[src/rtl/uart_pkg.sv]
// Shared UART definitions: frame defaults and receiver state encoding.
package uart_pkg;

    localparam int DBIT_DEF       = 8;
    localparam int OVERSAMPLE_DEF = 16;
    localparam int SB_TICK_DEF    = 16;

    typedef enum logic [2:0] {
        ST_IDLE  = 3'd0,
        ST_START = 3'd1,
        ST_DATA  = 3'd2,
        ST_STOP  = 3'd3,
        ST_BREAK = 3'd4
    } rx_state_t;

endpackage

[src/rtl/uart_rx_sync.sv]
// Two-flop synchroniser for an asynchronous input, reset to a chosen level.
module uart_rx_sync #(
    parameter logic RESET_VAL = 1'b1
) (
    input  logic clk,
    input  logic reset,
    input  logic d,
    output logic q
);

    logic meta;

    // Two-stage capture; both stages reset to the idle level of the line.
    always_ff @(posedge clk) begin
        if (reset) begin
            meta <= RESET_VAL;
            q    <= RESET_VAL;
        end else begin
            meta <= d;
            q    <= meta;
        end
    end

endmodule

[src/rtl/uart_rx.sv]
// 8N1 UART receiver, 16x oversampled via the external s_tick enable.
//
// state    | meaning
// ---------|-------------------------------------------------------------
// ST_IDLE  | line idle, waiting for a low level on rx_s
// ST_START | counting to mid start bit to confirm it is still low
// ST_DATA  | sampling data bits at mid-bit, LSB first
// ST_STOP  | waiting to mid stop bit, then report byte or framing error
// ST_BREAK | stop bit was low; wait for the line to return high
module uart_rx
    import uart_pkg::*;
#(
    parameter int DBIT       = DBIT_DEF,
    parameter int OVERSAMPLE = OVERSAMPLE_DEF,
    parameter int SB_TICK    = SB_TICK_DEF
) (
    input  logic            clk,
    input  logic            reset,
    input  logic            s_tick,
    input  logic            rx,
    output logic [DBIT-1:0] d_out,
    output logic            rx_done,
    output logic            frame_err
);

    localparam logic [3:0] S_MID  = 4'(OVERSAMPLE / 2 - 1);
    localparam logic [3:0] S_BIT  = 4'(OVERSAMPLE - 1);
    localparam logic [3:0] S_STOP = 4'(SB_TICK - 1);
    localparam logic [2:0] N_LAST = 3'(DBIT - 1);

    rx_state_t       state;
    logic [3:0]      s;
    logic [2:0]      n;
    logic [DBIT-1:0] shreg;
    logic            rx_s;

    uart_rx_sync #(.RESET_VAL(1'b1)) u_sync (
        .clk   (clk),
        .reset (reset),
        .d     (rx),
        .q     (rx_s)
    );

    // Receive FSM; everything advances only on s_tick, so a stalled tick freezes the block.
    always_ff @(posedge clk) begin
        if (reset) begin
            state     <= ST_IDLE;
            s         <= '0;
            n         <= '0;
            shreg     <= '0;
            d_out     <= '0;
            rx_done   <= 1'b0;
            frame_err <= 1'b0;
        end else begin
            rx_done   <= 1'b0;
            frame_err <= 1'b0;
            if (s_tick) begin
                case (state)
                    ST_IDLE: begin
                        if (!rx_s) begin
                            state <= ST_START;
                            s     <= '0;
                        end
                    end
                    ST_START: begin
                        if (s == S_MID) begin
                            if (!rx_s) begin
                                state <= ST_DATA;
                                s     <= '0;
                                n     <= '0;
                            end else begin
                                state <= ST_IDLE;
                            end
                        end else begin
                            s <= s + 4'd1;
                        end
                    end
                    ST_DATA: begin
                        if (s == S_BIT) begin
                            s     <= '0;
                            shreg <= {rx_s, shreg[DBIT-1:1]};
                            if (n == N_LAST) begin
                                state <= ST_STOP;
                            end else begin
                                n <= n + 3'd1;
                            end
                        end else begin
                            s <= s + 4'd1;
                        end
                    end
                    ST_STOP: begin
                        if (s == S_STOP) begin
                            if (rx_s) begin
                                d_out   <= shreg;
                                rx_done <= 1'b1;
                                state   <= ST_IDLE;
                            end else begin
                                frame_err <= 1'b1;
                                state     <= ST_BREAK;
                            end
                        end else begin
                            s <= s + 4'd1;
                        end
                    end
                    ST_BREAK: begin
                        if (rx_s) begin
                            state <= ST_IDLE;
                        end
                    end
                    default: state <= ST_IDLE;
                endcase
            end
        end
    end

endmodule

[config.mk]
export PLATFORM = sky130hd
export DESIGN_NAME = uart_rx
export DESIGN_NICKNAME = d
export VERILOG_FILES = /design/src/rtl/uart_pkg.sv /design/src/rtl/uart_rx_sync.sv /design/src/rtl/uart_rx.sv
export SDC_FILE = /design/constraint.sdc
export NUM_CORES = 1
export LEC_CHECK = 0
export CAP_MARGIN = 20
export CORE_ASPECT_RATIO = 0.7
export CORE_MARGIN = 2
export CORE_UTILIZATION = 44
export DETAILED_ROUTE_END_ITERATION = 16
export GPL_ROUTABILITY_DRIVEN = 0
export HOLD_SLACK_MARGIN = 0.05
export PLACE_DENSITY = 0.76
export SETUP_SLACK_MARGIN = 0.15
export SYNTH_ARGS = -nofsm -noshare
export SYNTH_HDL_FRONTEND = slang
export SYNTH_HIERARCHICAL = 1
export SYNTH_SLANG_ARGS = --single-unit
[constraint.sdc]
create_clock -name clk -period 1.92 [get_ports clk]
set_input_delay 0.48 -clock clk [delete_from_list [all_inputs] [get_ports clk]]
set_output_delay 0.48 -clock clk [all_outputs]
set_load 0.005 [all_outputs]
==> results.sh, run 1 <==
export IMPL_via_per_inst=5.41
export IMPL_num_vias=1082
export IMPL_tightest_slew_ns=0.479
export IMPL_clock_root_buffer="clkbuf_8"
export IMPL_crit_path_max_fanout=8
export IMPL_grt_pass1_wl_mm=4.42
export IMPL_cts_tree="done"
export IMPL_pin_count=14
export IMPL_wirelength_mm=2.63
export IMPL_rsz0062_at_grt="no"
export IMPL_top_usage_layer="met2"
export IMPL_postPlaceCellArea_mm2=0.00154
export IMPL_first_iter_violations=72
export IMPL_fin_nets=170
export IMPL_rr_worst_depth=6
export IMPL_grt_pass1_vias=998
export IMPL_vdd_ir_drop_max_v=0.000537
export IMPL_ys_flop_type="dfxtp_1"
export IMPL_clkTransAtPathRegs_ns=0.06
export IMPL_hold_class="flip-flop to flip-flop"
export IMPL_fp_coreArea_mm2=0.00284
export IMPL_cap_violations=0
export IMPL_overflow=0
export IMPL_synth_cell_types=35
export IMPL_die_x_um=69.8
export IMPL_postCtsSetupBuffers=0
export IMPL_grt_util_met3=0.0613
export IMPL_rows=16
export IMPL_skew_ns=0.00859
export IMPL_synthXorXnorAreaFrac=0.0131
export IMPL_gr_usage_met1=0.212
export IMPL_start_kind="input pin"
export IMPL_grt_max_degree=20
export IMPL_synthCells=141
export IMPL_layout_setup_ws_ns=0.225
export IMPL_stdcell_count=200
export IMPL_synth_net_count=148
export IMPL_total_power_mw=1.18
export IMPL_timing_rr_start="s[0]"
export IMPL_yosysWarnings=6
export IMPL_fmax_mhz=590
export IMPL_port_buffers=13
export IMPL_dp_hpwl_mm=1.96
export IMPL_antenna_found_initial=0
export IMPL_grt_use_total=0.165
export IMPL_cts_max_level=2
export IMPL_synth_edff_count=0
export IMPL_synth_area_mux_share=0.150
export IMPL_finalSetupViolCount=0
export IMPL_drive_gt1_frac=0.140
export IMPL_ys_ff_latch=30
export IMPL_ant_nets=0
export IMPL_r2r_slack_ns=0.24
export IMPL_hold_viol_final=0
export IMPL_synth_simple_area_share=0.186
export IMPL_end_kind="flip-flop"
export IMPL_synth_top_family_by_area="simple AND/OR/NAND/NOR gates"
export IMPL_drv_slew=0
export IMPL_initial_core_util=0.469
export IMPL_routedWlPerCell_um=13.1
export IMPL_synthToLayoutAreaGrowth_pct=23.2
export IMPL_firstDrtPassIters=4
export IMPL_outcome="complete, no violations"
export IMPL_dieArea_mm2=0.00349
export IMPL_crit_arrival_ns=1.85
export IMPL_crit_required_ns=2.07
export IMPL_rr_endpoint="shreg[6]"
export IMPL_insertedDiodeCount=0
export IMPL_power_leakage_nw=0.738
export IMPL_grtUsageMet2=0.254
export IMPL_ctsHoldBuffers=0
export IMPL_crit_type="input pin to flip-flop"
export IMPL_clk_latency_ns=0.27
export IMPL_place_ws_ns=-0.0517
export IMPL_synth_area_per_cell_um2=9.46
export IMPL_slew_headroom=0.678
export IMPL_clock_sinks=30
export IMPL_die_y_um=50.1
export IMPL_ys_seq_area_frac=0.450
export IMPL_numCtsBuffers=5
export IMPL_final_area_mm2=0.00164
export IMPL_crit_path_start="s_tick"
export IMPL_endpoint="shreg[6]"
export IMPL_finalCritPeriodShare=0.883
export IMPL_synth_adder_area_share=0.0281
export IMPL_fin_crit_ns=1.69
export IMPL_async_reset_ff_frac=0
export IMPL_cts_buffer_depth=2
export IMPL_placedCellCount=192
export IMPL_cellPowerDensity_mw_per_mm2=719
export IMPL_drc_errors=0
export IMPL_synth_area_mm2=0.00133
export IMPL_synth_compound_area_frac=0.130
-- metrics by stage --
step                       util  hold WS, ns  TNS, ns
after floorplan               -        0.385        0
after global placement    0.540        0.390        0
after detailed placement  0.540        0.407   -0.266
after CTS                 0.573        0.413        0
after global routing      0.578        0.427        0
final                     0.578        0.413        0
-- Yosys cell counts (2+ instances only) --
| library cell | count | area share |
|---|---|---|
| o2bb2ai_1 | 2 | 0.013 |
| nand2b_1 | 5 | 0.023 |
| xor2_1 | 2 | 0.013 |
| o32ai_1 | 2 | 0.013 |
| nand3_1 | 3 | 0.011 |
| or2_1 | 2 | 0.0094 |
| a21boi_0 | 2 | 0.011 |
| nor2_1 | 23 | 0.065 |
| a21o_1 | 3 | 0.017 |
| buf_2 | 3 | 0.011 |
| a21oi_1 | 2 | 0.0075 |
| mux2i_1 | 20 | 0.15 |
| dfxtp_1 | 30 | 0.45 |
| nand2_1 | 12 | 0.034 |
| o21ai_0 | 3 | 0.011 |
| a31oi_1 | 2 | 0.0094 |
| inv_1 | 4 | 0.011 |
| ha_1 | 3 | 0.028 |
| clkbuf_1 | 2 | 0.0056 |
-- logic make-up after synthesis --
family          after synthesis
simple gates                 53
flops                        30
compound gates               22
mux                          20
buf+inv                      11
fa+ha+maj                     3
xor+xnor                      2
-- sequential cells by signal (all words and copies together) (netlist names) --
| signal | cells |
|---|---|
| d_out | 8 |
| frame_err | 1 |
| n | 3 |
| rx_done | 1 |
| s | 4 |
| shreg | 8 |
| state | 3 |
| u_sync/meta | 1 |
| u_sync/q | 1 |
-- area by class of cell --
class                           count  area, um2
Clock inverter                      1       5.00
Multi-Input combinational cell    100        689
Inverter                            4       15.0
Sequential cell                    30        604
Timing Repair Buffer               22        198
Tap cell                           36       45.0
Clock buffer                        7       86.3
Fill cell                         251       1200
-- power breakdown --
| group | internal, mW | leakage [nW] | switching (mW) |
|---|---|---|---|
| registers | 0.626 | 0.244 | 0.00440 |
| logic | 0.0205 | 0.446 | 0.0253 |
| clock network | 0.288 | 0.0482 | 0.218 |
| total | 0.934 | 0.738 | 0.247 |
-- cell usage in the layout, fill, tap and decap left out, drive strengths merged, types with 2 or more instances in the layout --
cell	count
a21boi	2
inv	4
o32ai	2
dfxtp	30
nand2b	5
a21o	3
ha	3
o2bb2ai	2
mux2i	20
buf	9
nor2	23
xor2	2
nand2	12
or2	3
nand3	3
a31oi	2
clkdlybuf4s50	13
a211oi	2
a21oi	2
clkbuf	7
o21ai	3
-- worst max-delay path, cell delays in order --
cell             delay (ns)
clkdlybuf4s50_1        0.48
nand2b_1               0.11
or3b_1                 0.36
buf_4                  0.19
mux2i_1                0.17
nor2_1                 0.06
-- how the worst min path moves through the flow --
stage,slack (ns),from,end,cells after the start
2_1_floorplan,0.39,u_sync/meta,u_sync/q,1
3_3_place_gp,0.39,u_sync/meta,u_sync/q,1
3_5_place_dp,0.41,u_sync/meta,u_sync/q,1
4_1_cts,0.41,u_sync/meta,u_sync/q,1
5_1_grt,0.43,u_sync/meta,u_sync/q,1
6_report,0.41,u_sync/meta,u_sync/q,1
-- repair_timing --
| item | in CTS | in global routing |
|---|---|---|
| endpoints found under the hold margin | 0 | 0 |
| endpoints found under the setup margin | 5 | 8 |
| gates resized for setup | 1 | 4 |
-- metal layers --
metal  part of all wire  up-vias  wire length, um
met5                  0        -                0
met4             0.0095        0               25
met3              0.070        4              185
met2               0.46       33             1200
met1               0.46      508             1210
li1                   -      537                -
Power figures use the tool's default switching activity.
==> inputs of run 2 (changes only) <==
--- a/config.mk
+++ b/config.mk
@@ -9,11 +9,13 @@
 export CORE_ASPECT_RATIO = 0.7
 export CORE_MARGIN = 2
 export CORE_UTILIZATION = 44
+export CTS_BUF_LIST = sky130_fd_sc_hd__clkbuf_4 sky130_fd_sc_hd__clkbuf_8
 export DETAILED_ROUTE_END_ITERATION = 16
 export GPL_ROUTABILITY_DRIVEN = 0
 export HOLD_SLACK_MARGIN = 0.05
 export PLACE_DENSITY = 0.76
 export SETUP_SLACK_MARGIN = 0.15
+export SLEW_MARGIN = 15
 export SYNTH_ARGS = -nofsm -noshare
 export SYNTH_HDL_FRONTEND = slang
 export SYNTH_HIERARCHICAL = 1
==> constraint.sdc (replaced) <==
create_clock -name clk -period 1.92 [get_ports clk]
set_input_delay 0.48 -clock clk [delete_from_list [all_inputs] [get_ports clk]]
set_output_delay 0.48 -clock clk [all_outputs]
set_load 0.02 [all_outputs]
==> run 2 against run 1 <==
  * Count of clock-buffer cells in the layout unchanged
  * First-iteration DRC count increased by 1.4%
  * Die area unchanged
  * Worst setup slack improved by 0.0013 ns
  * Wire length decreased by 1.0%
  * Maximum frequency about the same
  * Combinational power about the same
  * Clock power increased by 3%
  * Sequential power about the same
  * Sequential share of layout area decreased by 0.084 points
  * Worst hold slack got worse by 0.0024 ns
  * Cell count unchanged
  * Critical path type unchanged
  * Highest routed layer unchanged
==> results.sh, run 2 (synthesis gave the netlist of run 1 again) <==
export IMPL_slew_headroom=0.677
export IMPL_wirelength_mm=2.60
export IMPL_mostFrequentLayoutCell="dfxtp_1"
export IMPL_insertedDiodeCount=0
export IMPL_dieArea_mm2=0.00349
export IMPL_hold_class="flip-flop to flip-flop"
export IMPL_firstDrtPassIters=4
export IMPL_end_kind="flip-flop"
export IMPL_fmax_mhz=590
export IMPL_cp_depth=6
export IMPL_timing_rr_start="s[0]"
export IMPL_finalCritPeriodShare=0.882
export IMPL_clock_root_buffer="clkbuf_8"
export IMPL_cts_buffer_depth=2
export IMPL_final_core_util=0.579
export IMPL_initial_core_util=0.469
export IMPL_nFillCells=253
export IMPL_start_kind="input pin"
export IMPL_path_cells="clkdlybuf4s50_1 -> nand2b_1 -> or3b_1 -> buf_4 -> mux2i_1 -> nor2_1"
export IMPL_power_leakage_nw=0.741
export IMPL_die_y_um=50.1
export IMPL_drive_gt1_frac=0.146
export IMPL_rr_endpoint="shreg[6]"
export IMPL_rr_worst_depth=6
export IMPL_pin_count=14
export IMPL_fin_nets=170
export IMPL_numCtsBuffers=5
export IMPL_finalSetupViolCount=0
export IMPL_dp_hpwl_mm=1.96
export IMPL_r2r_slack_ns=0.24
export IMPL_fp_coreArea_mm2=0.00284
export IMPL_crit_type="input pin to flip-flop"
export IMPL_grt_pass1_wl_mm=4.43
export IMPL_outcome="complete, no violations"
export IMPL_clock_sinks=30
export IMPL_overflow=0
export IMPL_cellPowerDensity_mw_per_mm2=726
export IMPL_ctsHoldBuffers=0
export IMPL_rows=16
export IMPL_antenna_found_initial=0
export IMPL_cts_max_level=2
export IMPL_first_iter_violations=73
export IMPL_crit_arrival_ns=1.85
export IMPL_placedCellCount=192
export IMPL_stdcell_count=200
export IMPL_cts_tree="done"
export IMPL_drc_errors=0
export IMPL_endpoint="shreg[6]"
export IMPL_routedWlPerCell_um=13.0
export IMPL_tightest_slew_ns=0.481
export IMPL_die_x_um=69.8
export IMPL_ant_nets=0
export IMPL_path_buf_inv=2
export IMPL_rsz0062_at_grt="no"
export IMPL_grt_max_degree=20
export IMPL_num_vias=1070
export IMPL_clk_latency_ns=0.28
export IMPL_crit_slowest_cell="clkdlybuf4s50_1"
export IMPL_grt_use_total=0.169
export IMPL_layout_common_cells="dfxtp_1 (27), nor2_1 (23), mux2i_1 (20)"
export IMPL_skew_ns=0.00893
export IMPL_cp_slowest_stage_delay_ns=0.48
export IMPL_crit_required_ns=2.08
export IMPL_clkTransAtPathRegs_ns=0.06
export IMPL_crit_path_start="s_tick"
export IMPL_vdd_ir_drop_max_v=0.000376
export IMPL_via_per_inst=5.35
export IMPL_reg_largest_list="d_out: 8 flops, shreg: 8 flops, s: 4 flops"
export IMPL_grt_pass1_vias=976
export IMPL_fin_crit_ns=1.69
export IMPL_hold_viol_final=0
export IMPL_crit_path_max_fanout=8
export IMPL_synthToLayoutAreaGrowth_pct=23.5
export IMPL_cap_violations=0
export IMPL_critical_path_top_delay_family="buffers and inverters"
export IMPL_port_buffers=13
export IMPL_drv_slew=0
## run 2: cell type report
cell class,instances,area [um2],share of cell area
multi-input combinational,100,689,0.419
timing repair buffer,22,198,0.120
sequential,30,604,0.367
tap,36,45.0,0.0274
inverter,4,15.0,0.00912
clock buffer,7,90.1,0.0547
clock inverter,1,5.00,0.00304
## run 2: worst register-to-register path, cell delays in order, from the launching register on
cell	delay (ns)
dfxtp_2	0.37
ha_4	0.17
and4_4	0.25
or3b_1	0.35
buf_4	0.19
mux2i_1	0.17
nor2_1	0.06
## run 2: what timing repair did
item	in CTS	in global routing
setup endpoints to repair	5	8
resized for setup	1	4
setup buffers	0	0
## run 2: stage by stage
step	total power, mW	hold slack (ns)	setup TNS (ns)	setup WS [ns]	area (um2)
2_1_floorplan	0.665	0.385	0	0.303	1330
6_report	1.20	0.411	0	0.226	1650
3_3_place_gp	0.687	0.390	0	0.00481	1540
5_1_grt	1.27	0.425	0	0.151	1650
4_1_cts	1.22	0.411	0	0.152	1630
3_5_place_dp	0.689	0.407	-0.266	-0.0517	1540
## run 2: metal layers
metal,wire length [um],vias up,track usage
li1,-,533,-
met1,1180,492,0.212
met2,1190,39,0.251
met3,205,6,0.0859
met4,24,0,0.0609
met5,0,-,0
## run 2: how the worst min path moves through the flow
| stage | from | endpoint | slack, ns | cells past startpoint |
|---|---|---|---|---|
| 4_1_cts | u_sync/meta | u_sync/q | 0.41 | 1 |
| 3_3_place_gp | u_sync/meta | u_sync/q | 0.39 | 1 |
| 2_1_floorplan | u_sync/meta | u_sync/q | 0.39 | 1 |
| 3_5_place_dp | u_sync/meta | u_sync/q | 0.41 | 1 |
| 5_1_grt | u_sync/meta | u_sync/q | 0.43 | 1 |
| 6_report | u_sync/meta | u_sync/q | 0.41 | 1 |
## run 2: power breakdown
group	switching [mW]	total [mW]	internal (mW)
clock	0.218	0.520	0.302
combinational	0.0250	0.0455	0.0205
sequential	0.00438	0.630	0.626
total	0.247	1.20	0.948
==> inputs of run 3 (changes only) <==
--- a/config.mk
+++ b/config.mk
@@ -5,7 +5,6 @@
 export SDC_FILE = /design/constraint.sdc
 export NUM_CORES = 1
 export LEC_CHECK = 0
-export CAP_MARGIN = 20
 export CORE_ASPECT_RATIO = 0.7
 export CORE_MARGIN = 2
 export CORE_UTILIZATION = 44
@@ -14,7 +13,6 @@
 export GPL_ROUTABILITY_DRIVEN = 0
 export HOLD_SLACK_MARGIN = 0.05
 export PLACE_DENSITY = 0.76
-export SETUP_SLACK_MARGIN = 0.15
 export SLEW_MARGIN = 15
 export SYNTH_ARGS = -nofsm -noshare
 export SYNTH_HDL_FRONTEND = slang
==> run 3 against run 2 <==
  * Maximum frequency is 5.7% lower
  * Critical path depth stayed put
  * Highest routed layer unchanged
  * Utilization is 0.57 points lower
  * Die area stayed put
  * Largest cell class unchanged
  * Clock skew is 0.0013 ns higher
  * Cell count stayed put
==> results.sh, run 3 (synthesis gave the netlist of run 1 again) <==
export IMPL_outcome="complete, no violations"
export IMPL_timing_rr_start="s[0]"
export IMPL_ctsHoldBuffers=0
export IMPL_first_iter_violations=78
export IMPL_finalCritPeriodShare=0.936
export IMPL_cp_depth=6
export IMPL_path_cells="ha_1 -> and4_4 -> or3b_1 -> buf_4 -> mux2i_1 -> nor2_1"
export IMPL_grt_pass1_vias=976
export IMPL_fmax_mhz=557
export IMPL_clock_sinks=30
export IMPL_critical_path_top_delay_family="simple AND/OR/NAND/NOR gates"
export IMPL_clkTransAtPathRegs_ns=0.06
export IMPL_start_kind="flip-flop"
export IMPL_cts_tree="done"
export IMPL_initial_core_util=0.469
export IMPL_cap_violations=0
export IMPL_via_per_inst=5.34
export IMPL_drive_gt1_frac=0.122
export IMPL_hold_class="flip-flop to flip-flop"
export IMPL_dieArea_mm2=0.00349
export IMPL_grt_pass1_wl_mm=4.43
export IMPL_reg_largest_list="d_out: 8 flops, shreg: 8 flops, s: 4 flops"
export IMPL_rr_worst_depth=6
export IMPL_cts_max_level=2
export IMPL_crit_type="flip-flop to flip-flop"
export IMPL_cp_slowest_stage_delay_ns=0.36
export IMPL_top_usage_layer="met2"
export IMPL_grt_util_met3=0.0859
export IMPL_die_y_um=50.1
export IMPL_r2r_slack_ns=0.12
export IMPL_gr_usage_met1=0.212
export IMPL_numCtsBuffers=5
export IMPL_wirelength_mm=2.62
export IMPL_grt_use_total=0.169
export IMPL_crit_slowest_cell="dfxtp_1"
export IMPL_vdd_ir_drop_max_v=0.000381
export IMPL_final_core_util=0.574
export IMPL_fin_nets=170
export IMPL_endpoint="shreg[6]"
export IMPL_skew_ns=0.0103
export IMPL_fp_coreArea_mm2=0.00284
export IMPL_grt_max_degree=20
export IMPL_nFillCells=254
export IMPL_postPlaceCellArea_mm2=0.00154
export IMPL_drv_slew=0
export IMPL_layout_common_cells="dfxtp_1 (30), nor2_1 (23), mux2i_1 (20)"
export IMPL_antenna_found_initial=0
export IMPL_drc_errors=0
export IMPL_overflow=0
export IMPL_insertedDiodeCount=0
export IMPL_postCtsSetupBuffers=0
export IMPL_rows=16
export IMPL_hold_viol_final=0
export IMPL_crit_path_start="s[0]"
export IMPL_power_leakage_nw=0.743
export IMPL_port_buffers=13
export IMPL_cellPowerDensity_mw_per_mm2=736
export IMPL_mostFrequentLayoutCell="dfxtp_1"
export IMPL_clock_root_buffer="clkbuf_8"
export IMPL_cts_buffer_depth=2
export IMPL_dp_hpwl_mm=1.96
export IMPL_die_x_um=69.8
export IMPL_path_buf_inv=1
export IMPL_fin_crit_ns=1.80
export IMPL_pin_count=14
export IMPL_clk_latency_ns=0.28
export IMPL_ant_nets=0
export IMPL_grtUsageMet2=0.251
export IMPL_hold_slack_ns=0.410
export IMPL_tightest_slew_ns=0.473
export IMPL_num_vias=1068
export IMPL_final_area_mm2=0.00163
export IMPL_crit_arrival_ns=1.95
export IMPL_firstDrtPassIters=4
export IMPL_routedWlPerCell_um=13.1
export IMPL_cts_resized=0
export IMPL_crit_path_max_fanout=8
export IMPL_slew_headroom=0.682
export IMPL_rsz0062_at_grt="no"
export IMPL_end_kind="flip-flop"
export IMPL_crit_required_ns=2.08
export IMPL_rr_endpoint="shreg[6]"
export IMPL_synthToLayoutAreaGrowth_pct=22.2
export IMPL_finalSetupViolCount=0
run 3: worst register-to-register path, stage by stage, from the launching register on:
cell	delay, ns
dfxtp_1	0.36
ha_1	0.28
and4_4	0.28
or3b_1	0.35
buf_4	0.19
mux2i_1	0.17
nor2_1	0.06
run 3: worst min path at each step:
stage	from	to	slack, ns	depth (start not counted)
floorplan	u_sync/meta	u_sync/q	0.39	1
global placement	u_sync/meta	u_sync/q	0.39	1
detailed placement	u_sync/meta	u_sync/q	0.41	1
CTS	u_sync/meta	u_sync/q	0.41	1
global route	u_sync/meta	u_sync/q	0.42	1
finish	u_sync/meta	u_sync/q	0.41	1
run 3: report_power, final:
| group | leakage (nW) | switching [mW] | internal (mW) |
|---|---|---|---|
| clock network | 0.0517 | 0.222 | 0.303 |
| registers | 0.242 | 0.00413 | 0.625 |
| logic | 0.449 | 0.0253 | 0.0204 |
| total | 0.743 | 0.251 | 0.948 |
run 3: layout make-up:
| cell class | count | area (um2) | area share |
|---|---|---|---|
| clock buffers | 7 | 90.1 | 0.0553 |
| clock inverters | 1 | 5.00 | 0.00307 |
| inverters | 4 | 15.0 | 0.00921 |
| multi-input cells | 100 | 677 | 0.415 |
| flip-flops and latches | 30 | 601 | 0.368 |
| well taps | 36 | 45.0 | 0.0276 |
| repair buffers | 22 | 198 | 0.121 |
run 3: metrics by stage:
step	power [mW]	std cells	setup slack (ns)	setup TNS, ns
detailed placement	0.689	192	-0.0517	-0.266
global route	1.26	200	0.00727	0
global placement	0.687	192	0.00481	0
CTS	1.22	200	0.111	0
finish	1.20	200	0.123	0
floorplan	0.665	141	0.303	0
run 3: routing by layer:
layer  share of wire  wire [um]
met2            0.44       1160
met3           0.071        185
met1            0.47       1240
met5               0          0
met4          0.0092         24
